`src/rtl/serdes_deserializer.sv`:
```
// -----------------------------------------------------------------------------
// serdes_deserializer
//
// Gathers N_SAMPLES serial words of BIT_WIDTH bits into one parallel frame.
// It uses valid/ready handshakes on both sides. A transfer happens only when
// val and rdy are both high at a rising clk edge.
//
// Operation:
//   COLLECT : recv_rdy=1 and send_val=0. Each accepted word goes into
//             slot[cnt], and cnt then advances. When the last slot is
//             written, cnt wraps to 0 and the block moves to OUTPUT.
//   OUTPUT  : send_val=1 and the slots hold their values. A send transfer
//             returns the block to COLLECT.
//   With N_SAMPLES==1 the block is a purely combinational pass-through.
//
// Optional feature (macro SERDES_DESERIALIZER_OVERLAP_EN):
//   In OUTPUT, recv_rdy follows send_rdy combinationally. A send transfer and
//   a recv transfer in the same cycle write slot[0] and set cnt to 1. This
//   lets back-to-back frames flow with no idle cycle between them.
//
// Ports:
//   clk       in   rising-edge clock
//   reset     in   asynchronous, active-high reset
//   recv_msg  in   [BIT_WIDTH-1:0] serial sample word
//   recv_val  in   recv_msg valid
//   recv_rdy  out  block can accept recv_msg
//   send_msg  out  [BIT_WIDTH-1:0] x N_SAMPLES parallel frame, index 0 = first word
//   send_val  out  send_msg holds a complete frame
//   send_rdy  in   downstream accepts the frame
// -----------------------------------------------------------------------------
module serdes_deserializer #(
   parameter int BIT_WIDTH = 32,
   parameter int N_SAMPLES = 8
) (
   input  logic                 clk,
   input  logic                 reset,
   input  logic [BIT_WIDTH-1:0] recv_msg,
   input  logic                 recv_val,
   output logic                 recv_rdy,
   output logic [BIT_WIDTH-1:0] send_msg [0:N_SAMPLES-1],
   output logic                 send_val,
   input  logic                 send_rdy
);

   generate
      if (N_SAMPLES == 1) begin : g_pass
         // No state is needed; the clock and reset are folded into a dummy net
         logic unused_clk_rst;
         assign unused_clk_rst = clk ^ reset;

         assign send_msg[0] = recv_msg;
         assign send_val    = recv_val;
         assign recv_rdy    = send_rdy;
      end else begin : g_fsm
         localparam int CW = $clog2(N_SAMPLES);
         localparam logic [CW-1:0] LAST = CW'(N_SAMPLES - 1);

         typedef enum logic {ST_COLLECT = 1'b0, ST_OUTPUT = 1'b1} state_t;

         state_t               state;
         state_t               state_next;
         logic [CW-1:0]        cnt;
         logic [CW-1:0]        cnt_next;
         logic [CW-1:0]        wr_idx;
         logic                 wr_en;
         logic                 recv_xfer;
         logic                 send_xfer;
         logic [BIT_WIDTH-1:0] slot [0:N_SAMPLES-1];

         // Ready is low during reset and in OUTPUT (overlap mode: follows send_rdy)
         always_comb begin
            recv_rdy = 1'b0;
            if (reset) begin
               recv_rdy = 1'b0;
            end else if (state == ST_COLLECT) begin
               recv_rdy = 1'b1;
            end else begin
`ifdef SERDES_DESERIALIZER_OVERLAP_EN
               recv_rdy = send_rdy;
`else
               recv_rdy = 1'b0;
`endif
            end
         end

         assign send_val  = (state == ST_OUTPUT);
         assign recv_xfer = recv_val & recv_rdy;
         assign send_xfer = send_val & send_rdy;
         assign send_msg  = slot;

         // Next-state, counter and slot-write decode
         always_comb begin
            state_next = state;
            cnt_next   = cnt;
            wr_en      = 1'b0;
            wr_idx     = cnt;
            case (state)
               ST_COLLECT: begin
                  if (recv_xfer) begin
                     wr_en = 1'b1;
                     if (cnt == LAST) begin
                        cnt_next   = {CW{1'b0}};
                        state_next = ST_OUTPUT;
                     end else begin
                        cnt_next = cnt + CW'(1);
                     end
                  end else begin
                     cnt_next = cnt;
                  end
               end
               ST_OUTPUT: begin
                  // The counter always stays 0 while the frame is presented
                  cnt_next = {CW{1'b0}};
                  if (send_xfer && recv_xfer) begin
                     // Only reachable in overlap mode: first word of the next frame
                     wr_en      = 1'b1;
                     wr_idx     = {CW{1'b0}};
                     cnt_next   = CW'(1);
                     state_next = ST_COLLECT;
                  end else if (send_xfer) begin
                     state_next = ST_COLLECT;
                  end else begin
                     state_next = ST_OUTPUT;
                  end
               end
               default: begin
                  state_next = ST_COLLECT;
                  cnt_next   = {CW{1'b0}};
               end
            endcase
         end

         // State and sample counter registers
         always_ff @(posedge clk or posedge reset) begin
            if (reset) begin
               state <= ST_COLLECT;
               cnt   <= {CW{1'b0}};
            end else begin
               state <= state_next;
               cnt   <= cnt_next;
            end
         end

         // Frame slots: cleared by reset, written only on a recv transfer
         always_ff @(posedge clk or posedge reset) begin
            if (reset) begin
               for (int i = 0; i < N_SAMPLES; i++) begin
                  slot[i] <= {BIT_WIDTH{1'b0}};
               end
            end else if (wr_en) begin
               slot[wr_idx] <= recv_msg;
            end
         end
      end
   endgenerate

endmodule
```
`config.mk`:
```
export PLATFORM = sky130hd
export DESIGN_NAME = serdes_deserializer
export DESIGN_NICKNAME = d
export VERILOG_FILES = /design/src/rtl/serdes_deserializer.sv
export SDC_FILE = /design/constraint.sdc
export NUM_CORES = 1
export LEC_CHECK = 0
export CORE_MARGIN = 5
export CORE_UTILIZATION = 47
export DETAILED_ROUTE_END_ITERATION = 12
export PLACE_DENSITY = 0.8
export RECOVER_POWER = 100
export SLEW_MARGIN = 20
export SYNTH_ARGS = -nofsm -noshare
export SYNTH_HDL_FRONTEND = slang
export SYNTH_SLANG_ARGS = --single-unit
```
`constraint.sdc`:
```
create_clock -name clk -period 12.5 [get_ports clk]
set_clock_uncertainty 0.2 [all_clocks]
set_input_delay 1.875 -clock clk [delete_from_list [all_inputs] [get_ports clk]]
set_output_delay 1.875 -clock clk [all_outputs]
set_load 0.1 [all_outputs]
```
==> results of run 1 <==
==> synthesized netlist by cell type <==
master	count	area, sq um
nand2_1	2	7.51
buf_6	7	78.8
inv_1	1	3.75
nor3_4	2	32.5
nor3b_2	1	12.5
nand3_1	2	10.0
dfrtp_1	260	6510
ha_1	2	25.0
mux2_2	216	2430
or3b_1	1	8.76
mux2i_1	4	40.0
mux2_1	10	113
or3_4	1	11.3
nand2b_4	1	13.8
mux2_4	30	450
nor2_1	5	18.8
nand3b_1	1	7.51
buf_2	3	15.0
nor2b_1	1	6.26
nor2_2	4	25.0
buf_4	15	113
==> per-layer routing <==
metal,vias to the layer above,routed length [microns]
met5,-,0
met4,0,665
met3,44,1650
met2,195,12900
met1,3134,10400
li1,2659,-
==> cell families (layout without fill, tap and decap cells) <==
group / count (synthesis) / count (layout) / synth area share
multiplexers: 260 / 260 / 0.306
adder cells (fa/ha/maj): 2 / 2 / 0.00252
AND/OR/NAND/NOR: 21 / 21 / 0.0155
flip-flops: 260 / 260 / 0.655
buffers and inverters: 26 / 353 / 0.0212
==> registers in the layout, indices dropped and copies added (netlist names) <==
signal / flops
send_msg: 256
g_fsm.cnt: 3
send_val: 1
==> final cells by class <==
| class | count | area (sq um) | share of cell area |
|---|---|---|---|
| clock buffer | 43 | 828 | 0.0600 |
| clock inverter | 8 | 96.3 | 0.00698 |
| inverter | 1 | 5.00 | 0.000363 |
| multi-input combinational | 283 | 3050 | 0.221 |
| sequential | 260 | 6510 | 0.471 |
| tap | 275 | 344 | 0.0249 |
| timing repair buffer | 301 | 2970 | 0.215 |
==> through the flow <==
stage | worst slack, ns | area (sq um) | std cells | util | hold WS (ns)
floorplan | 3.27 | 9930 | 569 | - | 0.347
global placement | 6.58 | 13100 | 1120 | 0.627 | 0.268
detailed placement | 6.58 | 13100 | 1120 | 0.627 | 0.274
CTS | 6.58 | 14000 | 1171 | 0.671 | 0.288
global route | 4.01 | 13800 | 1171 | 0.661 | 0.297
finish | 5.35 | 13800 | 1171 | 0.661 | 0.281
==> final timing paths <==
path / startpoint / end / slack [ns] / cells after the start
min in group asynchronous: reset / send_msg[214] / 3.82 / 2
max: reset / send_msg[11] / 5.35 / 2
min reg2reg: send_msg[217] / send_msg[217] / 0.28 / 1
max reg2reg: send_val / send_msg[132] / 7.73 / 4
max in group clk: reset / send_msg[132] / 6.23 / 5
min: send_msg[217] / send_msg[217] / 0.28 / 1
==> cell usage in the layout (no fill, tap or decap) <==
cell type and count:
nor3_1 2, clkdlybuf4s50_1 33, mux2_2 216, bufinv_16 2, buf_4 2, mux2i_1 4
nand3_1 2, mux2_1 40, or3b_1 1, dlygate4sd3_1 260, or3_1 1, clkinvlp_2 1
clkbuf_8 5, nor2_1 9, nand2b_1 1, nor3b_1 1, clkinv_2 5, nand3b_1 1
clkbuf_16 29, clkbuf_1 15, inv_8 1, ha_1 2, nor2b_1 1, dfrtp_1 260
nand2_1 2
==> impl_metrics.toml, run 1 <==
[status]
run_status = "finished with violations"
violations = "capacitance limit, slew limit"

[detailed_routing]
drt-initial-drc-count = 191
drc = 0
drt-pass1-iter-count = 4
vias = 6032
antenna_left = 0
wl_per_cell_microns = 21.9
viasPerCell = 5.15
drt-total-wl_microns = 25600

[synthesis]
syn_avg_cell_area_sq_um = 17.5
netlist_instances = 569
ys_ff_latch = 260
ys_types = 21
synth_area_sq_um = 9930
ys_warn_count = 0
synth_nets = 607
ys_seq_area_frac = 0.655

[clock_tree]
root_buffer = "clkbuf_16"
cts_buffer_depth = 3
cts.sinks = 260
post_cts_buffers = 0
path_clk_slew_ns = 0.06
worstSkewPairLatency_ns = 0.52
cts_buffers = 28
cts_tree = "yes"
htree_levels = 1
postCtsHoldBufs = 0
ctsResizeCount = 0

[global_route]
grtUsageMet1 = 0.276
grt_pass1_wl_microns = 40400
use_met3 = 0.0473
grt_start_max_net_pins = 155
grt_remaining_overflow = 0
track_usage = 0.214
antenna_found_initial = 0
top_usage_layer = "met2"
grt_pass1_vias = 6509
grtUsageMet2 = 0.365

[finish]
fin_nets = 913
drive_gt1_frac = 0.291
fillers = 1578
antenna_cells = 0
area_delta_synth_final_pct = 39.0

[timing]
period_minus_slack_ns = 7.15
setup_tns_ns = 0
min_period_over_period = 0.572
fmax_mhz = 140
hold_viol_final = 0
setup_viol = 0
slew_violations = 323
slew-limit-headroom = -3.48
rsz0062_at_grt = "no"
worst_pin_slew_ns = 6.69

[critical_path]
critical_path_required_ns = 11.69
slowest_delay_ns = 3.73
crit_type = "in -> async"
cp_cell_sequence = "dlygate4sd3_1 -> clkinvlp_2"
crit_arrival_ns = 6.34
crit_slowest_cell = "clkinvlp_2"
path_max_fanout = 154
cp_top_family = "buffers and inverters"
critPathLaunchType = "input pin"
endpoint_kind = "async pin"
cp_num_buf_inv = 2

[placed_design]
port_buffers = 293
gp_congestion = 0.760
dpl.hpwl_microns = 17300

[floorplanning]
die_y_microns = 155
rows = 53
dieArea_sq_um = 24100
start_util = 0.475
dieWidth_microns = 155
ios = 294
core_sq_um = 20900

[min_path]
hold_path_class = "reg -> reg"

[run]
max-cap-violations = 9
Power of run 1 is left out: the tool's default activity adds up to more than one toggle a clock period on the data nets, which glitch-free logic cannot reach.
==> inputs of run 2 (changes only) <==
==> constraint.sdc (replaced) <==
create_clock -name clk -period 7.03 [get_ports clk]
set_clock_uncertainty 0.2 [all_clocks]
set_input_delay 1.0545 -clock clk [delete_from_list [all_inputs] [get_ports clk]]
set_output_delay 1.0545 -clock clk [all_outputs]
set_load 0.1 [all_outputs]
==> impl_metrics.toml, run 2 (synthesis results as in run 1) <==
[finish]
fillers = 1569
mostFrequentLayoutCells = "260 x dfrtp_1, 260 x dlygate4sd3_1, 214 x mux2_2, 42 x mux2_1, 33 x clkdlybuf4s50_1"
area_delta_synth_final_pct = 38.9
largest_reg_flops = 256
drive_gt1_frac = 0.291
fin_nets = 916

[detailed_routing]
viasPerCell = 5.18
drt-initial-drc-count = 229
drt-pass1-iter-count = 4
drt-total-wl_microns = 25900
wl_per_cell_microns = 22.1
antenna_left = 0
drc = 0
vias = 6066

[min_path]
hold_path_class = "reg -> reg"

[clock_tree]
cts_buffer_depth = 3
htree_levels = 1
postCtsHoldBufs = 0
cts_buffers = 27
ctsResizeCount = 0
path_clk_slew_ns = 0.06
worstSkewPairLatency_ns = 0.51
post_cts_buffers = 0
cts_tree = "yes"
root_buffer = "clkbuf_16"
cts.sinks = 260

[timing]
setup_viol = 0
slew-limit-headroom = -0.965
slew_violations = 207
worst_pin_slew_ns = 2.95
min_period_over_period = 0.744
rsz0062_at_grt = "no"
setup_tns_ns = 0
fmax_mhz = 191
period_minus_slack_ns = 5.23
hold_viol_final = 0

[critical_path]
path_max_fanout = 19
slowest_delay_ns = 1.70
crit_arrival_ns = 5.42
endpoint_kind = "flip-flop"
critical_path_required_ns = 7.22
critPathLaunchType = "input pin"
crit_type = "in -> reg"
cp_cell_sequence = "dlygate4sd3_1 -> or3b_1 -> nor3_1 -> clkbuf_1 -> mux2_2"
crit_slowest_cell = "nor3_1"

[global_route]
grt_remaining_overflow = 0
grt_pass1_vias = 6513
grt_start_max_net_pins = 84
grt_pass1_wl_microns = 40500
antenna_found_initial = 1
track_usage = 0.214

[floorplanning]
start_util = 0.475
dieWidth_microns = 155
rows = 53
core_sq_um = 20900
die_y_microns = 155
dieArea_sq_um = 24100
ios = 294

[placed_design]
gp_congestion = 0.757
port_buffers = 293
dpl.hpwl_microns = 17700

[status]
run_status = "finished with violations"
violations = "capacitance limit, slew limit"

[run]
max-cap-violations = 8
## run 2: changes by cell type in the layout (fill, tap and decap cells not counted), sizes merged
cell | previous run | this run
diode | 0 | 1
clkbuf | 49 | 50
bufinv | 2 | 1
clkinv | 5 | 4
inv | 1 | 0
clkinvlp | 1 | 3
## run 2: per-stage QoR
stage	utilization	hold WS [ns]	setup slack [ns]	instance area (sq um)	instances
2_1_floorplan	-	0.347	2.35	9930	569
3_3_place_gp	0.627	0.269	2.81	13100	1121
3_5_place_dp	0.628	0.278	2.77	13100	1122
4_1_cts	0.671	0.287	2.77	14000	1169
5_1_grt	0.660	0.296	1.56	13800	1172
6_report	0.660	0.276	1.80	13800	1172
## run 2: critical path: cells and delay by family
family / cells / cell delay [ns]
buffers and inverters: 2 / 1.74
and+or+nand+nor: 2 / 2.17
muxes: 1 / 0.43
## run 2: routing by layer
layer	GRT usage	wire, microns	up-vias
met1	0.270	10400	3170
li1	-	-	2654
met2	0.372	13200	203
met4	0.0550	613	0
met3	0.0495	1710	39
met5	0	0	-
## run 2: cell type report
| class | count | area [sq um] | area share |
|---|---|---|---|
| repair buffers | 305 | 2990 | 0.217 |
| clock inverters | 7 | 68.8 | 0.00499 |
| inverters | 1 | 5.00 | 0.000363 |
| multi-input cells | 283 | 3050 | 0.221 |
| flip-flops and latches | 260 | 6510 | 0.472 |
| diodes | 1 | 2.50 | 0.000181 |
| well taps | 275 | 344 | 0.0249 |
| clock buffers | 40 | 825 | 0.0598 |
## run 2: path summary, 6_finish.rpt
| check | from | slack, ns | to | cells after the start |
|---|---|---|---|---|
| max in group asynchronous | reset | 2.31 | send_msg[44] | 4 |
| hold / removal | send_msg[31] | 0.28 | send_msg[31] | 1 |
| setup reg to reg | send_val | 2.53 | send_msg[128] | 4 |
| min in group asynchronous | reset | 0.98 | send_msg[186] | 2 |
| hold reg to reg | send_msg[31] | 0.28 | send_msg[31] | 1 |
| setup / recovery | reset | 1.80 | send_msg[128] | 5 |
Power of run 2 is left out for the same reason.
==> inputs of run 3 (changes only) <==
--- a/config.mk
+++ b/config.mk
@@ -6,9 +6,9 @@
 export NUM_CORES = 1
 export LEC_CHECK = 0
 export CORE_MARGIN = 5
-export CORE_UTILIZATION = 47
+export CORE_UTILIZATION = 43
 export DETAILED_ROUTE_END_ITERATION = 12
-export PLACE_DENSITY = 0.8
+export PLACE_DENSITY = 0.77
 export RECOVER_POWER = 100
 export SLEW_MARGIN = 20
 export SYNTH_ARGS = -nofsm -noshare
==> constraint.sdc (replaced) <==
create_clock -name clk -period 4.24 [get_ports clk]
set_clock_uncertainty 0.2 [all_clocks]
set_input_delay 0.636 -clock clk [delete_from_list [all_inputs] [get_ports clk]]
set_output_delay 0.636 -clock clk [all_outputs]
set_load 0.1 [all_outputs]
==> impl_metrics.toml, run 3 (synthesis results as in run 1) <==
[status]
violations = "capacitance limit, slew limit"
run_status = "finished with violations"

[placed_design]
dpl.hpwl_microns = 18300
placed_cell_area_sq_um = 13200
port_buffers = 293
gp_congestion = 0.767

[critical_path]
endpoint_kind = "flip-flop"
critPathLaunchType = "input pin"
critical_path_required_ns = 4.44
cp_num_buf_inv = 2
slowest_delay_ns = 0.83
crit_type = "in -> reg"
crit_slowest_cell = "clkbuf_1"
crit_arrival_ns = 3.59
cp_cell_sequence = "dlygate4sd3_1 -> or3b_1 -> nor2_1 -> clkbuf_1 -> mux2_2"
cp_top_family = "buffers and inverters"
path_max_fanout = 14

[min_path]
hold_path_class = "reg -> reg"

[detailed_routing]
viasPerCell = 5.09
wl_per_cell_microns = 22.3
antenna_left = 0
drt-total-wl_microns = 26400
vias = 6034
drt-initial-drc-count = 185
drc = 0
drt-pass1-iter-count = 4

[clock_tree]
post_cts_buffers = 0
path_clk_slew_ns = 0.06
ctsResizeCount = 0
cts.sinks = 260
htree_levels = 1
cts_buffer_depth = 3
worstSkewPairLatency_ns = 0.53
root_buffer = "clkbuf_16"
postCtsHoldBufs = 0
cts_buffers = 28
cts_tree = "yes"

[timing]
min_period_over_period = 0.799
rsz0062_at_grt = "no"
period_minus_slack_ns = 3.39
slew_violations = 278
worst_pin_slew_ns = 1.85
fmax_mhz = 295
setup_viol = 0
slew-limit-headroom = -0.236
hold_viol_final = 0

[global_route]
grtUsageMet1 = 0.251
grt_remaining_overflow = 0
grt_pass1_wl_microns = 40800
use_met3 = 0.0581
grt_pass1_vias = 6456
top_usage_layer = "met2"
track_usage = 0.198
antenna_found_initial = 1
grt_start_max_net_pins = 137
grtUsageMet2 = 0.337

[finish]
largest_reg_flops = 256
fillers = 1728
drive_gt1_frac = 0.300
area_delta_synth_final_pct = 40.3
mostFrequentLayoutCells = "260 x dfrtp_1, 259 x dlygate4sd3_1, 215 x mux2_2, 39 x mux2_1, 33 x clkdlybuf4s50_1"
final_common_cell = "dfrtp_1"
final_area_sq_um = 13900
seqCellArea_sq_um = 6510
fin_nets = 917
multi_input_area_sq_um = 3070

[floorplanning]
start_util = 0.437
ios = 294
rows = 55
dieWidth_microns = 162
dieArea_sq_um = 26200
core_sq_um = 22700
die_y_microns = 162

[run]
max-cap-violations = 3
run 3: cell count changes in the layout (fill, tap and decap cells not counted), sizes merged:
cell,delta
bufinv,+2
clkinv,-1
buf,+1
dlygate4sd3,-1
clkbuf,+3
run 3: worst paths after layout:
check	slack, ns	startpoint	end	cells past startpoint
worst max-delay path	0.85	reset	send_msg[49]	5
worst min-delay path	0.27	send_msg[31]	send_msg[31]	1
worst max register to register	1.11	send_val	send_msg[49]	4
worst min register to register	0.27	send_msg[31]	send_msg[31]	1
max in group asynchronous	1.52	reset	send_msg[10]	3
min in group asynchronous	1.07	reset	send_msg[250]	3
run 3: stage by stage:
stage	hold slack, ns	worst slack (ns)	setup TNS [ns]	instances	util
after floorplan	0.347	-0.0236	-6.13	569	-
after global placement	0.268	1.15	0	1134	0.580
after detailed placement	0.278	1.11	0	1134	0.580
after CTS	0.289	1.14	0	1185	0.623
after global routing	0.307	0.667	0	1186	0.613
final	0.275	0.853	0	1186	0.613
run 3: final cells by class:
class                   instances  area share
clock buffers                  43      0.0609
inverters                       1    0.000359
diodes                          1    0.000180
multi-input cells             283       0.221
flip-flops and latches        260       0.467
well taps                     285      0.0256
clock inverters                 8     0.00862
repair buffers                305       0.217
run 3: metal layers:
metal,share of wire,up-vias
li1,-,2655
met2,0.49,203
met5,0,-
met1,0.41,3144
met4,0.019,0
met3,0.078,32
Power of run 3 is left out for the same reason.
